===== config.mk =====
export PLATFORM = sky130hd
export DESIGN_NAME = uart_pwm_loader
export DESIGN_NICKNAME = d
export VERILOG_FILES = /design/src/rtl/pwm_pkg.sv /design/src/rtl/uart_rx.sv /design/src/rtl/uart_pwm_loader.sv
export SDC_FILE = /design/constraint.sdc
export NUM_CORES = 1
export LEC_CHECK = 0
export ABC_AREA = 1
export CORE_ASPECT_RATIO = 1.2
export CORE_UTILIZATION = 50
export CTS_CLUSTER_SIZE = 28
export DETAILED_ROUTE_END_ITERATION = 8
export PLACE_DENSITY = 0.7
export SLEW_MARGIN = 25
export SYNTH_ARGS = -nofsm -noshare
export SYNTH_HDL_FRONTEND = slang
export SYNTH_HIERARCHICAL = 1
export SYNTH_SLANG_ARGS = --single-unit

===== constraint.sdc =====
create_clock -name CLK_100MHz -period 1.8 [get_ports CLK_100MHz]
set_input_delay 0.36 -clock CLK_100MHz [delete_from_list [all_inputs] [get_ports CLK_100MHz]]
set_output_delay 0.36 -clock CLK_100MHz [all_outputs]
set_load 0.03 [all_outputs]

===== src/rtl/pwm_pkg.sv =====
// Shared constants and state encodings for the UART PWM loader and its receiver.
package pwm_pkg;

  localparam logic [4:0] HDR_TAG     = 5'b10100;
  localparam int         NUM_CH_BITS = 3;

  typedef enum logic [1:0] {
    ST_IDLE = 2'd0,
    ST_HDR  = 2'd1,
    ST_CKS  = 2'd2,
    ST_EMIT = 2'd3
  } state_t;

  typedef enum logic [1:0] {
    RX_IDLE  = 2'd0,
    RX_START = 2'd1,
    RX_DATA  = 2'd2,
    RX_STOP  = 2'd3
  } rx_state_t;

endpackage


===== src/rtl/uart_rx.sv =====
// 8N1 UART receiver: 2-flop synchroniser, mid-bit sampling, LSB-first shift register.
module uart_rx
  import pwm_pkg::*;
#(
  parameter int CLK_HZ = 100000000,
  parameter int BAUD   = 115200
) (
  input  logic       clk,
  input  logic       rst_n,
  input  logic       rx,
  output logic [7:0] rx_byte,
  output logic       rx_valid,
  output logic       rx_ferr,
  output logic       rx_busy
);

  localparam int CPB  = CLK_HZ / BAUD;
  localparam int HALF = CPB / 2;
  localparam int CW   = $clog2(CPB);

  rx_state_t     state_reg, state_next;
  logic          meta_reg, sync_reg, prev_reg;
  logic [CW-1:0] cnt_reg;
  logic [2:0]    bit_idx_reg;
  logic [7:0]    shift_reg;
  logic          valid_reg, ferr_reg;
  logic          fall, half_hit, bit_hit;

  assign fall     = prev_reg & ~sync_reg;
  assign half_hit = (cnt_reg == CW'(HALF - 1));
  assign bit_hit  = (cnt_reg == CW'(CPB - 1));

  always_ff @(posedge clk or negedge rst_n) begin
    if (!rst_n) begin
      state_reg <= RX_IDLE;
    end else begin
      state_reg <= state_next;
    end
  end

  // A start bit that is high again at mid-bit is treated as a glitch.
  always_comb begin
    state_next = state_reg;
    case (state_reg)
      RX_IDLE:  if (fall) state_next = RX_START;
      RX_START: if (half_hit) state_next = sync_reg ? RX_IDLE : RX_DATA;
      RX_DATA:  if (bit_hit && (bit_idx_reg == 3'd7)) state_next = RX_STOP;
      RX_STOP:  if (bit_hit) state_next = RX_IDLE;
      default:  state_next = RX_IDLE;
    endcase
  end

  always_ff @(posedge clk or negedge rst_n) begin
    if (!rst_n) begin
      meta_reg    <= 1'b1;
      sync_reg    <= 1'b1;
      prev_reg    <= 1'b1;
      cnt_reg     <= '0;
      bit_idx_reg <= '0;
      shift_reg   <= '0;
      valid_reg   <= 1'b0;
      ferr_reg    <= 1'b0;
    end else begin
      meta_reg  <= rx;
      sync_reg  <= meta_reg;
      prev_reg  <= sync_reg;
      valid_reg <= 1'b0;
      ferr_reg  <= 1'b0;
      if ((state_reg == RX_IDLE) || ((state_reg == RX_START) && half_hit) || bit_hit) begin
        cnt_reg <= '0;
      end else begin
        cnt_reg <= cnt_reg + 1'b1;
      end
      if ((state_reg == RX_START) && half_hit) begin
        bit_idx_reg <= '0;
      end
      if ((state_reg == RX_DATA) && bit_hit) begin
        shift_reg   <= {sync_reg, shift_reg[7:1]};
        bit_idx_reg <= bit_idx_reg + 1'b1;
      end
      if ((state_reg == RX_STOP) && bit_hit) begin
        valid_reg <= sync_reg;
        ferr_reg  <= ~sync_reg;
      end
    end
  end

  always_comb begin
    rx_busy = (state_reg != RX_IDLE);
  end

  assign rx_byte  = shift_reg;
  assign rx_valid = valid_reg;
  assign rx_ferr  = ferr_reg;

endmodule


===== src/rtl/uart_pwm_loader.sv =====
// UART command front end driving the PWM register-file write port (ADDRESS/DATA/LATCH).
// Build option: define PWM_LOADER_CKSUM_EN for 3-byte frames ending in an XOR checksum byte.
module uart_pwm_loader
  import pwm_pkg::*;
#(
  parameter int CLK_HZ       = 100000000,
  parameter int BAUD         = 115200,
  parameter int TIMEOUT_BITS = 20
) (
  input  logic       CLK_100MHz,
  input  logic       RST_N,
  input  logic       UART_RX,
  output logic [2:0] ADDRESS,
  output logic [7:0] DATA,
  output logic       LATCH,
  output logic       FRAME_ERR,
  output logic       BUSY
);

  localparam int CPB      = CLK_HZ / BAUD;
  localparam int TO_LIMIT = TIMEOUT_BITS * CPB;
  localparam int TW       = $clog2(TO_LIMIT + 1);

`ifdef PWM_LOADER_CKSUM_EN
  localparam state_t AFTER_DATA = ST_CKS;
`else
  localparam state_t AFTER_DATA = ST_EMIT;
`endif

  logic [7:0]             rx_byte;
  logic                   rx_valid, rx_ferr, rx_busy;
  state_t                 state_reg, state_next;
  logic                   err_next, waiting, timeout;
  logic [NUM_CH_BITS-1:0] addr_reg, address_reg;
  logic [7:0]             data_reg, emit_data;
  logic                   frame_err_reg;
  logic [TW-1:0]          to_cnt_reg;
`ifdef PWM_LOADER_CKSUM_EN
  logic [7:0]             data_hold_reg;
`endif

  uart_rx #(
    .CLK_HZ (CLK_HZ),
    .BAUD   (BAUD)
  ) u_rx (
    .clk      (CLK_100MHz),
    .rst_n    (RST_N),
    .rx       (UART_RX),
    .rx_byte  (rx_byte),
    .rx_valid (rx_valid),
    .rx_ferr  (rx_ferr),
    .rx_busy  (rx_busy)
  );

  // The inter-byte timer is frozen while a byte is arriving, so only idle line time counts.
  assign waiting = (state_reg == ST_HDR) || (state_reg == ST_CKS);
  assign timeout = waiting && !rx_busy && !rx_valid && (to_cnt_reg == TW'(TO_LIMIT - 1));

  always_ff @(posedge CLK_100MHz or negedge RST_N) begin
    if (!RST_N) begin
      state_reg <= ST_IDLE;
    end else begin
      state_reg <= state_next;
    end
  end

  always_comb begin
    state_next = state_reg;
    err_next   = 1'b0;
    case (state_reg)
      ST_IDLE: begin
        if (rx_valid) begin
          if (rx_byte[7:3] == HDR_TAG) state_next = ST_HDR;
          else                          err_next   = 1'b1;
        end
      end
      ST_HDR:  if (rx_valid) state_next = AFTER_DATA;
`ifdef PWM_LOADER_CKSUM_EN
      ST_CKS: begin
        if (rx_valid) begin
          if (rx_byte == ({HDR_TAG, addr_reg} ^ data_hold_reg)) begin
            state_next = ST_EMIT;
          end else begin
            state_next = ST_IDLE;
            err_next   = 1'b1;
          end
        end
      end
`endif
      ST_EMIT: state_next = ST_IDLE;
      default: state_next = ST_IDLE;
    endcase
    if (rx_ferr || timeout) begin
      state_next = ST_IDLE;
      err_next   = 1'b1;
    end
  end

  always_comb begin
    LATCH = (state_reg == ST_EMIT);
    BUSY  = (state_reg != ST_IDLE);
  end

`ifdef PWM_LOADER_CKSUM_EN
  assign emit_data = data_hold_reg;
`else
  assign emit_data = rx_byte;
`endif

  always_ff @(posedge CLK_100MHz or negedge RST_N) begin
    if (!RST_N) begin
      addr_reg      <= '0;
      address_reg   <= '0;
      data_reg      <= '0;
      frame_err_reg <= 1'b0;
      to_cnt_reg    <= '0;
`ifdef PWM_LOADER_CKSUM_EN
      data_hold_reg <= '0;
`endif
    end else begin
      frame_err_reg <= err_next;
      if ((state_reg == ST_IDLE) && rx_valid) begin
        addr_reg <= rx_byte[NUM_CH_BITS-1:0];
      end
`ifdef PWM_LOADER_CKSUM_EN
      if ((state_reg == ST_HDR) && rx_valid) begin
        data_hold_reg <= rx_byte;
      end
`endif
      // Outputs are loaded on entry to EMIT so they are valid in the LATCH cycle.
      if ((state_next == ST_EMIT) && (state_reg != ST_EMIT)) begin
        address_reg <= addr_reg;
        data_reg    <= emit_data;
      end
      if (rx_valid) begin
        to_cnt_reg <= TW'(1);
      end else if (waiting && !rx_busy) begin
        to_cnt_reg <= to_cnt_reg + 1'b1;
      end
    end
  end

  assign ADDRESS   = address_reg;
  assign DATA      = data_reg;
  assign FRAME_ERR = frame_err_reg;

endmodule


# After elaboration in Yosys (flattened, before gate mapping)
# Cells that the tools add are included.
[totals]
ramBits = 0
word_cells = 81
rom_bits = 0
n_memories = 0
reg_bits = 60
inputBits = 3
out_inout_bits = 14
latch_bits = 0
[classes]
n_mux = 22
magnitude_cmp = 0
n_addsub = 3
reduce_logical = 22
n_eq_ne = 17
n_mul = 0
bitwise_logic = 2
div = 0
shifts = 0
[op_table]
columns = ["cell", "count"]
rows = [
  ["2-to-1 mux 15 bit", 2],
  ["2-to-1 mux 2 bit", 9],
  ["adder 15 x 1 -> 15 bit, second input constant", 1],
  ["equality test 15 bit, second input constant", 1],
  ["adder 10 x 1 -> 10 bit, second input constant", 1],
  ["equality test 10 bit, second input constant", 1],
  ["equality test 10 x 9 -> 1 bit, second input constant", 1],
  ["equality test 2 bit, second input constant", 5],
  ["2-to-1 mux 10 bit", 1],
  ["logical AND 1 bit", 9],
  ["inequality test 2 x 1 -> 1 bit, second input constant", 4],
  ["one-hot mux 2 bit (4 select lines)", 1],
  ["nonzero test 2 bit", 4],
  ["2-to-1 mux 1 bit", 6],
  ["2-to-1 mux 3 bit", 2],
  ["equality test 5 bit, second input constant", 1],
  ["equality test 2 x 1 -> 1 bit, second input constant", 2],
  ["zero test 2 bit", 2],
  ["logical OR 1 bit", 4],
  ["one-hot mux 2 bit (2 select lines)", 1],
  ["AND reduction 4 bit", 1],
  ["adder 3 x 1 -> 3 bit, second input constant", 1],
  ["equality test 3 bit, second input constant", 1],
  ["zero test 1 bit", 2],
  ["other kinds (3)", 3],
]

# Depth between registers and ports, before layout
[depth]
depth_word = 9
depth_mapped = 12
depth_no_buf = 11

# Hierarchy
# Netlist, hierarchy kept.
[modules_own_cells]
columns = ["module", "cells_each", "instances", "area_per_inst_um2"]
rows = [
  ["uart_pwm_loader", 201, 1, 1677.9],
  ["uart_rx", 143, 1, 1297.5],
]

# Least setup slack after synthesis
# No wires, ideal clock.
[synth_path]
path_kind = "flip-flop to flip-flop"
from = "reg, netlist name state_reg[0]"
to = "reg data_reg[7], in the netlist DATA[7]"
stages_incl_launch_ff = 11
setup_time_ns = 0.118
arrival_time_ns = 1.541
period_less_slack_ns = 1.659
slack_ns = 0.141
cell_sequence = "dfrtp_1 inv_1 ha_1 nand2_1 nor2_1 nand3_2 nand3_1 nor2_2 buf_6 nand3_1 nand2_1"
[synth_lines]
columns = ["element", "line_no", "rtl"]
rows = [
  ["end signal, assigned", "uart_pwm_loader.sv:133", "data_reg <= emit_data;"],
  ["end, declared", "uart_pwm_loader.sv:35", "logic [7:0] data_reg, emit_data;"],
]

==> reports/metrics.cfg <==
[status]
status=finished clean

[clocking]
worst_skew_pair.late_latency_ns=0.34
cts_tree=yes
cts_root_buf=clkbuf_8
cts_made_buffers=9
clk_pin_slew_ns=0.06
holdBufCountCts=0
htreeDepth=3
clockBufferDepth=2
clock-sinks=60

[setup_path]
crit_fanout=4
cpMaxStageDelayCell=dfrtp_1
start_kind=register
cp_num_cells=3
end_kind=primary output
slowest_delay_ns=0.38
worst-r2r-setup-slack_ns=0.09
crit_buf_inv=2
arrival_ns=1.40
criticalPathCategory=reg -> out
rr_worst_depth=9
path_cells=buf_4, ha_1, clkbuf_2
required_ns=1.44
crit_family=flip-flops

[layout]
final_cell_mix=nand2_1 (77), dfrtp_1 (57), nor2_1 (43), inv_1 (37), nand3_1 (22)
final_common_cell=nand2_1
largest_reg_flops=15
drive_gt1_share_pct=20.6
final_util_pct=61.8
area_growth_pct=18.5
nFillCells=515
final_nets=391
antenna_cells=0

[synthesis]
syn_nets=356
synth.largest_area_cell=dfrtp_1
ys_seq_elements=60
synth_top_area_share_pct=47.9
synth_cells=344
yosys_warnings=6
ys_types=33
yosysSeqAreaShare_pct=50.6
syn_area_um2=2980
synth.area.top_cells=dfrtp_1 (48%), nand2_1 (10%), nor2_1 (5.4%)
syn_area_per_cell_um2=8.65

[timing]
finalSetupViolCount=0
worstMarginPinSlew_ns=0.342
max-slew-margin-rel_pct=77.2
fin_ws_ns=0.0381
slew_violations=0
hold_viol_final=0
tns_ns=0
layout_worst_path_cycle_share_pct=97.9
fin_crit_ns=1.76
clock_skew_ns=0.0144
max_clock_freq_ghz=0.568
rsz0062_at_grt=true

[routing]
routed_via_density=4.88
drt_pass1_iterations=4
remaining_drc_errors=0
postRouteAntennaNets=0
routed-via-count=2258
drt-total-wl_mm=5.55
wl_per_cell_um=12.0
drtIter0Drc=111

[floorplan]
coreArea_um2=5710
placementRows=30
initial_core_util_pct=52.1
die_h_um=86.5
io_pins=17
die_area_um2=6260
dieWidth_um=72.4

[place]
place_ws_ns=-0.0574
gp_congestion=0.784
dp_hpwl_mm=3.64
io_buffer_count=16

[global_routing]
antenna_found_initial=0
overflow=0
grt_max_degree=61
grt_pass1_vias=2169
grt_usage_pct=19.5
grt_pass1_wl_mm=9.22

[flow_run]
drv_cap=0

[worst_hold_path]
hp-class=in -> async

[pwr]
vdd_drop_max_mv=0.629
p_leak_nw=1.79
p_per_area_nw_per_um2=839

-- where the power goes --
part / internal [mW] / switching, mW / leakage, nW
clock network: 0.661 / 0.514 / 0.0979
logic: 0.109 / 0.183 / 0.880
registers: 1.42 / 0.0680 / 0.815
total: 2.19 / 0.765 / 1.79
-- kinds of logic after synthesis --
logic type	Yosys count	synth area share, %
flip-flops	60	50.6
AND/OR/NAND/NOR	183	29.0
buffers and inverters	51	7.74
AO/OA/AOI/OAI	36	7.15
XOR/XNOR	2	0.589
adder cells (fa/ha/maj)	9	3.78
multiplexers	3	1.14
-- area by class of cell --
type / instances / area [µm²] / area share [%]
clock buffer: 10 / 138 / 3.90
clock inverter: 5 / 52.6 / 1.49
inverter: 45 / 169 / 4.79
multi-input combinational: 234 / 1300 / 36.9
sequential: 60 / 1510 / 42.7
tap: 80 / 100 / 2.84
timing repair buffer: 29 / 262 / 7.41
-- cell usage after synthesis (all sizes together) --
master  instances
nor2b           1
o21ai          21
nand3b          1
dfrtp          57
ha              9
nand2          86
o21bai          1
xnor2           1
nand4           9
nor3b           3
inv            45
a31oi           3
a22o            1
nor3            4
a21oi          10
and3            1
nor2           51
buf             6
mux2            3
dfstp           3
nand3          27
xor2            1
-- path summary, 6_finish.rpt --
check / to / from
max reg2reg: DATA[4] / state_reg[0]
min in group CLK_100MHz: u_rx/sync_reg / u_rx/meta_reg
min reg2reg: u_rx/sync_reg / u_rx/meta_reg
max: LATCH / state_reg[1]
min: to_cnt_reg[14] / RST_N
max in group asynchronous: u_rx/sync_reg / RST_N
-- per-layer routing --
metal / up-vias / global-route usage, % / wire length (µm)
met5: - / 0 / 0
met4: 0 / 9.45 / 104
met3: 10 / 5.00 / 176
met2: 35 / 32.5 / 2770
met1: 1048 / 23.2 / 2500
li1: 1165 / - / -
-- timing repair --
action | in CTS | in global routing
pin swaps | 1 | 9
resized for setup | 3 | 15
hold endpoints to repair | 0 | 0
setup endpoints to repair | 15 | 21
gates cloned | 0 | 1
setup buffers | 2 | 7
-- through the flow --
| stage | cells | hold WS (ns) | total power [mW] | area (µm²) |
|---|---|---|---|---|
| floorplan | 344 | 0.0644 | 1.71 | 2980 |
| global placement | 438 | 0.347 | 1.80 | 3210 |
| detailed placement | 438 | 0.347 | 1.81 | 3210 |
| CTS | 455 | 0.0201 | 3.00 | 3420 |
| global route | 463 | 0.0430 | 3.12 | 3530 |
| finish | 463 | 0.0101 | 2.96 | 3530 |
Note: power is estimated with default switching activity, not from simulation.
